$ cat src/rtl/nibble_add_sched.sv
// Two-requester adder that time-shares one 4-bit slice, one nibble per clock, with round-robin arbitration.
// Optional subtract mode (a - b - cin) is enabled by defining NIBBLE_ADD_SCHED_SUB_EN.
module nibble_add_sched #(
  parameter int NIBBLES = 4
) (
  input  logic                 clk,
  input  logic                 rst_n,
  input  logic                 req0_valid,
  input  logic                 req1_valid,
  output logic                 req0_ready,
  output logic                 req1_ready,
  input  logic [4*NIBBLES-1:0] req0_a,
  input  logic [4*NIBBLES-1:0] req0_b,
  input  logic [4*NIBBLES-1:0] req1_a,
  input  logic [4*NIBBLES-1:0] req1_b,
  input  logic                 req0_cin,
  input  logic                 req1_cin,
  output logic                 rsp_valid,
  input  logic                 rsp_ready,
  output logic [4*NIBBLES-1:0] rsp_sum,
  output logic                 rsp_cout,
  output logic                 rsp_id
`ifdef NIBBLE_ADD_SCHED_SUB_EN
  ,
  input  logic                 req0_sub,
  input  logic                 req1_sub
`endif
);

  localparam int W  = 4 * NIBBLES;
  localparam int CW = (NIBBLES > 1) ? $clog2(NIBBLES) : 1;
  localparam logic [CW-1:0] LAST_NIB = CW'(NIBBLES - 1);

  typedef enum logic [1:0] {IDLE, CALC, DONE} state_t;

  state_t          state_q, state_d;
  logic            armed_q, armed_d;
  logic            last_q, last_d;
  logic [W-1:0]    a_q, a_d, b_q, b_d, acc_q, acc_d, sum_q, sum_d;
  logic            carry_q, carry_d;
  logic            op_id_q, op_id_d;
  logic            cout_q, cout_d;
  logic            id_q, id_d;
  logic [CW-1:0]   cnt_q, cnt_d;

  logic            grant0, grant1, sub0, sub1;
  logic [3:0]      a_nib, b_nib, s_nib;
  logic            c_nib;

`ifdef NIBBLE_ADD_SCHED_SUB_EN
  assign sub0 = req0_sub;
  assign sub1 = req1_sub;
`else
  assign sub0 = 1'b0;
  assign sub1 = 1'b0;
`endif

  // Tie goes to whichever requester was not served last (last_q = 1 means req1).
  assign grant0     = req0_valid && (!req1_valid || last_q);
  assign grant1     = req1_valid && !grant0;
  assign req0_ready = armed_q && (state_q == IDLE) && grant0;
  assign req1_ready = armed_q && (state_q == IDLE) && grant1;

  assign a_nib           = a_q[{cnt_q, 2'b00} +: 4];
  assign b_nib           = b_q[{cnt_q, 2'b00} +: 4];
  assign {c_nib, s_nib}  = 5'(a_nib) + 5'(b_nib) + 5'(carry_q);

  // NOTE: combinational blocks use blocking '=' and assign every output a default first so no latch is inferred.
  always_comb begin
    state_d = state_q;
    armed_d = 1'b1;
    last_d  = last_q;
    a_d     = a_q;
    b_d     = b_q;
    acc_d   = acc_q;
    sum_d   = sum_q;
    carry_d = carry_q;
    op_id_d = op_id_q;
    cout_d  = cout_q;
    id_d    = id_q;
    cnt_d   = cnt_q;

    unique case (state_q)
      IDLE: begin
        if (req0_ready || req1_ready) begin
          // Subtraction is a + ~b + ~cin, so fold the inversion in at capture time.
          a_d     = req1_ready ? req1_a : req0_a;
          b_d     = req1_ready ? (sub1 ? ~req1_b : req1_b) : (sub0 ? ~req0_b : req0_b);
          carry_d = req1_ready ? (req1_cin ^ sub1) : (req0_cin ^ sub0);
          op_id_d = req1_ready;
          last_d  = req1_ready;
          cnt_d   = '0;
          state_d = CALC;
        end
      end
      CALC: begin
        acc_d[{cnt_q, 2'b00} +: 4] = s_nib;
        carry_d = c_nib;
        cnt_d   = cnt_q + 1'b1;
        if (cnt_q == LAST_NIB) begin
          sum_d   = acc_d;
          cout_d  = c_nib;
          id_d    = op_id_q;
          state_d = DONE;
        end
      end
      DONE: begin
        if (rsp_ready) state_d = IDLE;
      end
      default: state_d = IDLE;
    endcase
  end

  // NOTE: the operand and work registers are reset along with control so no X ever reaches the outputs.
  always_ff @(posedge clk or negedge rst_n) begin
    if (!rst_n) begin
      state_q <= IDLE;
      armed_q <= 1'b0;
      last_q  <= 1'b1;
      a_q     <= '0;
      b_q     <= '0;
      acc_q   <= '0;
      sum_q   <= '0;
      carry_q <= 1'b0;
      op_id_q <= 1'b0;
      cout_q  <= 1'b0;
      id_q    <= 1'b0;
      cnt_q   <= '0;
    end else begin
      state_q <= state_d;
      armed_q <= armed_d;
      last_q  <= last_d;
      a_q     <= a_d;
      b_q     <= b_d;
      acc_q   <= acc_d;
      sum_q   <= sum_d;
      carry_q <= carry_d;
      op_id_q <= op_id_d;
      cout_q  <= cout_d;
      id_q    <= id_d;
      cnt_q   <= cnt_d;
    end
  end

  assign rsp_valid = (state_q == DONE);
  assign rsp_sum   = sum_q;
  assign rsp_cout  = cout_q;
  assign rsp_id    = id_q;

endmodule

$ cat config.mk
export PLATFORM = sky130hd
export DESIGN_NAME = nibble_add_sched
export DESIGN_NICKNAME = d
export VERILOG_FILES = /design/src/rtl/nibble_add_sched.sv
export SDC_FILE = /design/constraint.sdc
export NUM_CORES = 1
export LEC_CHECK = 0
export ABC_AREA = 1
export BUFFER_PORTS_ARGS = -buffer_cell sky130_fd_sc_hd__buf_2
export CAP_MARGIN = 25
export CELL_PAD_IN_SITES_DETAIL_PLACEMENT = 1
export CELL_PAD_IN_SITES_GLOBAL_PLACEMENT = 2
export CORE_ASPECT_RATIO = 0.5
export CORE_MARGIN = 5
export CORE_UTILIZATION = 30
export CTS_BUF_LIST = sky130_fd_sc_hd__clkbuf_8 sky130_fd_sc_hd__clkbuf_16
export DETAILED_ROUTE_END_ITERATION = 10
export PLACE_DENSITY_LB_ADDON = 0.25
export SYNTH_ARGS = -nofsm -noshare
export SYNTH_HDL_FRONTEND = slang
export SYNTH_SLANG_ARGS = --single-unit
$ cat constraint.sdc
create_clock -name clk -period 3.65 [get_ports clk]
set_input_delay 0.5475 -clock clk [delete_from_list [all_inputs] [get_ports clk]]
set_output_delay 0.5475 -clock clk [all_outputs]
set_load 0.05 [all_outputs]
==> metrics.txt <==
# TYPE chip_impl_metric gauge
chip_impl_metric{name="synth.ff_latch_count",unit=""} 74
chip_impl_metric{name="post_drt_via_cell_ratio",unit=""} 4.724
chip_impl_metric{name="postCtsResizedCells",unit=""} 0
chip_impl_metric{name="final-seq-area",unit="um2"} 1853
chip_impl_info{name="crit_type",value="flop to flop"} 1
chip_impl_metric{name="timing.fmax",unit="GHz"} 0.3383
chip_impl_metric{name="clock-skew-final",unit="ns"} 0.007071
chip_impl_metric{name="initial_core_util",unit=""} 0.3076
chip_impl_info{name="cts.root.buffer_cell",value="sky130_fd_sc_hd__clkbuf_16"} 1
chip_impl_metric{name="timing_max_transition_violations_final",unit=""} 0
chip_impl_metric{name="port_buffers",unit=""} 91
chip_impl_metric{name="worst_setup_hold_path_clk_slew",unit="ns"} 0.06
chip_impl_metric{name="postRouteWirelength",unit="um"} 11140
chip_impl_metric{name="power.density_cell_area",unit="nW/um2"} 957.8
chip_impl_metric{name="grt_util_all_layers",unit=""} 0.1496
chip_impl_metric{name="cts.path.max_buffers",unit=""} 2
chip_impl_metric{name="clk-insertion-delay-late",unit="ns"} 0.33
chip_impl_metric{name="cts-hold-fix-buffers",unit=""} 0
chip_impl_metric{name="initial_antenna_violation_count",unit=""} 0
chip_impl_metric{name="synth_fa_ha_area_frac",unit=""} 0.03908
chip_impl_metric{name="die_y",unit="um"} 90.69
chip_impl_metric{name="design.core.area",unit="um2"} 12700
chip_impl_metric{name="cts-htree-levels",unit=""} 3
chip_impl_metric{name="cp.arrival",unit="ns"} 3.22
chip_impl_metric{name="worstPathRequired",unit="ns"} 3.92
chip_impl_info{name="hold_path_class",value="input pin to asynchronous set/reset pin"} 1
chip_impl_metric{name="reg2reg_depth",unit=""} 11
chip_impl_metric{name="die_area",unit="um2"} 15540
chip_impl_metric{name="cellLeakagePower",unit="uW"} 0.002348
chip_impl_metric{name="numCtsBuffers",unit=""} 9
chip_impl_info{name="dominant_combinational_cell_family_by_area_after_synthesis",value="simple AND/OR/NAND/NOR gates"} 1
chip_impl_info{name="cp_cell_sequence",value="clkinv_1 -> o21ai_0 -> o22ai_1 -> fa_1 -> fa_1 -> xnor2_1 -> nor2_1 -> nand2_1 -> o21ai_0 -> nand2_1 -> nand2_1"} 1
chip_impl_metric{name="dr_total_vias",unit=""} 3439
chip_impl_metric{name="synth_seq_area_share",unit=""} 0.4744
chip_impl_metric{name="final-hold-violation-count",unit=""} 0
chip_impl_info{name="timing.critical_path.slowest_stage_cell",value="sky130_fd_sc_hd__dfrtp_1"} 1
chip_impl_metric{name="tightestPinTransition",unit="ns"} 0.8246
chip_impl_metric{name="worst-path-max-fanout",unit=""} 12
chip_impl_metric{name="diodes",unit=""} 0
chip_impl_info{name="worst_setup_path_endpoint",value="acc_q[14]"} 1
chip_impl_metric{name="grt_start_max_net_pins",unit=""} 65
chip_impl_metric{name="worst_hold_margin",unit="ns"} 0.3088
chip_impl_metric{name="totalPowerFinal",unit="uW"} 4556
chip_impl_metric{name="netlist_instances",unit=""} 470
chip_impl_metric{name="final_layout_size_suffix_gt1_frac",unit=""} 0.2652
chip_impl_metric{name="postCtsSetupBuffers",unit=""} 0
chip_impl_metric{name="mappedNetlistArea",unit="um2"} 3906
chip_impl_metric{name="drt-initial-drc-count",unit=""} 141
chip_impl_metric{name="drc",unit=""} 0
chip_impl_metric{name="dpl-instance-area",unit="um2"} 4452
chip_impl_info{name="timing.critical_path.mode_cell",value="sky130_fd_sc_hd__nand2_1"} 1
chip_impl_metric{name="synth_cell_type_count",unit=""} 33
chip_impl_metric{name="max_slew_margin",unit=""} 0.4502
chip_impl_info{name="rsz0062_at_grt",value="no"} 1
chip_impl_metric{name="wire_length_of_the_first_global_routing_pass",unit="um"} 18790
chip_impl_metric{name="synthesis.yosys.warnings",unit=""} 0
chip_impl_metric{name="fin_crit_sh",unit=""} 0.8097
chip_impl_metric{name="stdcell_area",unit="um2"} 4757
chip_impl_metric{name="gr-total-overflow",unit=""} 0
chip_impl_metric{name="io-pin-count",unit=""} 92
chip_impl_metric{name="synthSimpleGateAreaFrac",unit=""} 0.2534
chip_impl_metric{name="nets",unit=""} 636
chip_impl_info{name="critical_path.reg2reg.startpoint",value="cnt_q[1]"} 1
chip_impl_info{name="critPathLaunch",value="cnt_q[1]"} 1
chip_impl_metric{name="syn_to_final_growth",unit="%"} 21.78
chip_impl_metric{name="fillerInstances",unit=""} 1550
chip_impl_metric{name="synth-compound-area-share",unit=""} 0.1518
chip_impl_info{name="endpoint_kind",value="flop"} 1
chip_impl_metric{name="critPathMaxStageDelay",unit="ns"} 0.54
chip_impl_metric{name="synth_xor_xnor_area_share",unit=""} 0.002242
chip_impl_info{name="tritoncts",value="built"} 1
chip_impl_metric{name="max_cap_violations",unit=""} 0
chip_impl_metric{name="detail_placement_hpwl",unit="um"} 8155
chip_impl_metric{name="routedWlPerCell",unit="um"} 15.30
chip_impl_info{name="startpoint_type",value="flop"} 1
chip_impl_metric{name="detailedRoute.firstPassIterationCount",unit=""} 4
chip_impl_metric{name="ff2ff_setup_slack",unit="ns"} 0.69
chip_impl_metric{name="timing.setup.tns",unit="ns"} 0
chip_impl_metric{name="gp_routability_congestion",unit=""} 0.7722
chip_impl_metric{name="final_antenna_net_count",unit=""} 0
chip_impl_metric{name="synth_mux_area_frac",unit=""} 0
chip_impl_metric{name="vdd_ir_drop_max",unit="uV"} 372.6
chip_impl_metric{name="final.min_clock_period",unit="ns"} 2.956
chip_impl_metric{name="finalSetupViolCount",unit=""} 0
chip_impl_metric{name="syn-num-nets",unit=""} 552
chip_impl_metric{name="core.rowCount",unit=""} 29
chip_impl_info{name="timing.rr.end",value="acc_q[14]"} 1
chip_impl_metric{name="sink_count_of_the_clock_tree",unit=""} 74
chip_impl_metric{name="area_occupied_by_multi_input_gates",unit="um2"} 1748
chip_impl_metric{name="grt_pass1_vias",unit=""} 3760
chip_impl_info{name="run_status",value="finished, final reports clean"} 1
chip_impl_metric{name="die_width",unit="um"} 171.4
chip_impl_metric{name="avgSynthCellArea",unit="um2"} 8.311
==> placed cells by master, fill, tap and decap left out, types with 2 or more instances in the layout <==
cell type and n:
sky130_fd_sc_hd__ha_1 9, sky130_fd_sc_hd__inv_2 4, sky130_fd_sc_hd__buf_4 3, sky130_fd_sc_hd__nor2_2 17, sky130_fd_sc_hd__nor2_1 36, sky130_fd_sc_hd__a21oi_1 4, sky130_fd_sc_hd__o21ai_0 32, sky130_fd_sc_hd__o31ai_1 2
sky130_fd_sc_hd__nand2_1 168, sky130_fd_sc_hd__buf_2 91, sky130_fd_sc_hd__clkbuf_8 3, sky130_fd_sc_hd__a31oi_2 9, sky130_fd_sc_hd__a31oi_1 23, sky130_fd_sc_hd__clkbuf_16 9, sky130_fd_sc_hd__inv_1 29, sky130_fd_sc_hd__nor2_4 3
sky130_fd_sc_hd__fa_1 2, sky130_fd_sc_hd__nand4_1 4, sky130_fd_sc_hd__dfrtp_1 73, sky130_fd_sc_hd__o22ai_1 16, sky130_fd_sc_hd__clkinv_2 2, sky130_fd_sc_hd__o32ai_1 2, sky130_fd_sc_hd__nand3_1 6
==> synth_stat cells <==
master | n | area [um2]
sky130_fd_sc_hd__nand2_1 | 168 | 630.6
sky130_fd_sc_hd__dfrtp_1 | 73 | 1827
sky130_fd_sc_hd__nor2_1 | 36 | 135.1
sky130_fd_sc_hd__o21ai_0 | 32 | 160.2
sky130_fd_sc_hd__inv_1 | 28 | 105.1
sky130_fd_sc_hd__a31oi_1 | 23 | 143.9
sky130_fd_sc_hd__nor2_2 | 17 | 106.4
sky130_fd_sc_hd__o22ai_1 | 16 | 100.1
sky130_fd_sc_hd__a31oi_2 | 9 | 112.6
sky130_fd_sc_hd__ha_1 | 9 | 112.6
sky130_fd_sc_hd__buf_2 | 7 | 35.03
sky130_fd_sc_hd__clkbuf_1 | 6 | 22.52
sky130_fd_sc_hd__nand3_1 | 6 | 30.03
sky130_fd_sc_hd__a21oi_1 | 4 | 20.02
sky130_fd_sc_hd__buf_6 | 4 | 45.04
sky130_fd_sc_hd__inv_2 | 4 | 15.01
sky130_fd_sc_hd__nand4_1 | 4 | 25.02
sky130_fd_sc_hd__buf_4 | 3 | 22.52
sky130_fd_sc_hd__nor2_4 | 3 | 33.78
sky130_fd_sc_hd__buf_12 | 2 | 40.04
sky130_fd_sc_hd__fa_1 | 2 | 40.04
sky130_fd_sc_hd__o31ai_1 | 2 | 15.01
sky130_fd_sc_hd__o32ai_1 | 2 | 17.52
sky130_fd_sc_hd__clkinv_1 | 1 | 3.750
sky130_fd_sc_hd__clkinv_2 | 1 | 5.000
sky130_fd_sc_hd__conb_1 | 1 | 3.750
sky130_fd_sc_hd__dfstp_2 | 1 | 26.28
sky130_fd_sc_hd__inv_8 | 1 | 11.26
sky130_fd_sc_hd__nand2_4 | 1 | 11.26
sky130_fd_sc_hd__nand3_4 | 1 | 17.52
sky130_fd_sc_hd__o21ai_4 | 1 | 16.27
sky130_fd_sc_hd__o21bai_1 | 1 | 7.510
sky130_fd_sc_hd__xnor2_1 | 1 | 8.760
==> layout make-up <==
type / count / share of cell area
clock buffers: 12 / 0.05602
clock inverters: 3 / 0.008154
inverters: 35 / 0.02946
multi-input cells: 339 / 0.3674
flip-flops and latches: 74 / 0.3895
well taps: 170 / 0.04471
repair buffers: 95 / 0.1047
==> sequential cells by signal (all words and copies together), names as in the netlist <==
signal and count:
rsp_id 1, state_q 2, cnt_q 2, carry_q 1
op_id_q 1, rsp_cout 1, a_q 16, b_q 16
last_q 1, rsp_sum 16, armed_q 1, acc_q 16
==> critical path, delay by kind of cell, from the launching register on <==
kind / cells / cell delay [ns]
adders and majority gates: 2 / 0.87
DFF: 1 / 0.54
AOI/OAI and AO/OA: 3 / 0.53
buffers and inverters: 1 / 0.39
and+or+nand+nor: 4 / 0.37
xor gates and xnor gates: 1 / 0.19
==> cells by family (layout without fill, tap and decap cells) <==
family                   Yosys count  in the layout
other                              1              1
flip-flops                        74             74
AO/OA/AOI/OAI                     90             90
AND/OR/NAND/NOR                  236            236
buffers and inverters             57            145
XOR/XNOR                           1              1
adder cells (fa/ha/maj)           11             11
==> power by group <==
group,switching [uW],leakage (uW),internal [uW]
Sequential,221,0.000914,1160
Clock,326,0.000156,578
Combinational,1550,0.00128,722
Total,2100,0.00235,2460
==> worst min path at each step <==
stage                            from          end  slack (ns)
after floorplan                 rst_n       a_q[0]        0.25
after global placement     rsp_sum[7]   rsp_sum[7]        0.46
after detailed placement  rsp_sum[15]  rsp_sum[15]        0.47
after CTS                       rst_n       b_q[4]        0.34
after global routing            rst_n       b_q[4]        0.37
final                           rst_n       b_q[4]        0.31
==> per-layer routing <==
layer | wire length, um | GRT usage | up-vias
li1 | - | - | 1699
met1 | 5354 | 0.2026 | 1671
met2 | 5154 | 0.2408 | 62
met3 | 549 | 0.04110 | 7
met4 | 79 | 0.03032 | 0
met5 | 0 | 0 | -
==> through the flow <==
stage | worst slack [ns] | utilization | std cells
final | 0.6944 | 0.3746 | 728
after global routing | 0.4658 | 0.3746 | 728
after CTS | 0.7135 | 0.3746 | 728
after detailed placement | 0.7144 | 0.3505 | 713
after global placement | 0.8430 | 0.3505 | 713
after floorplan | 1.127 | - | 470
No activity file was read; power rests on OpenSTA's default activity.
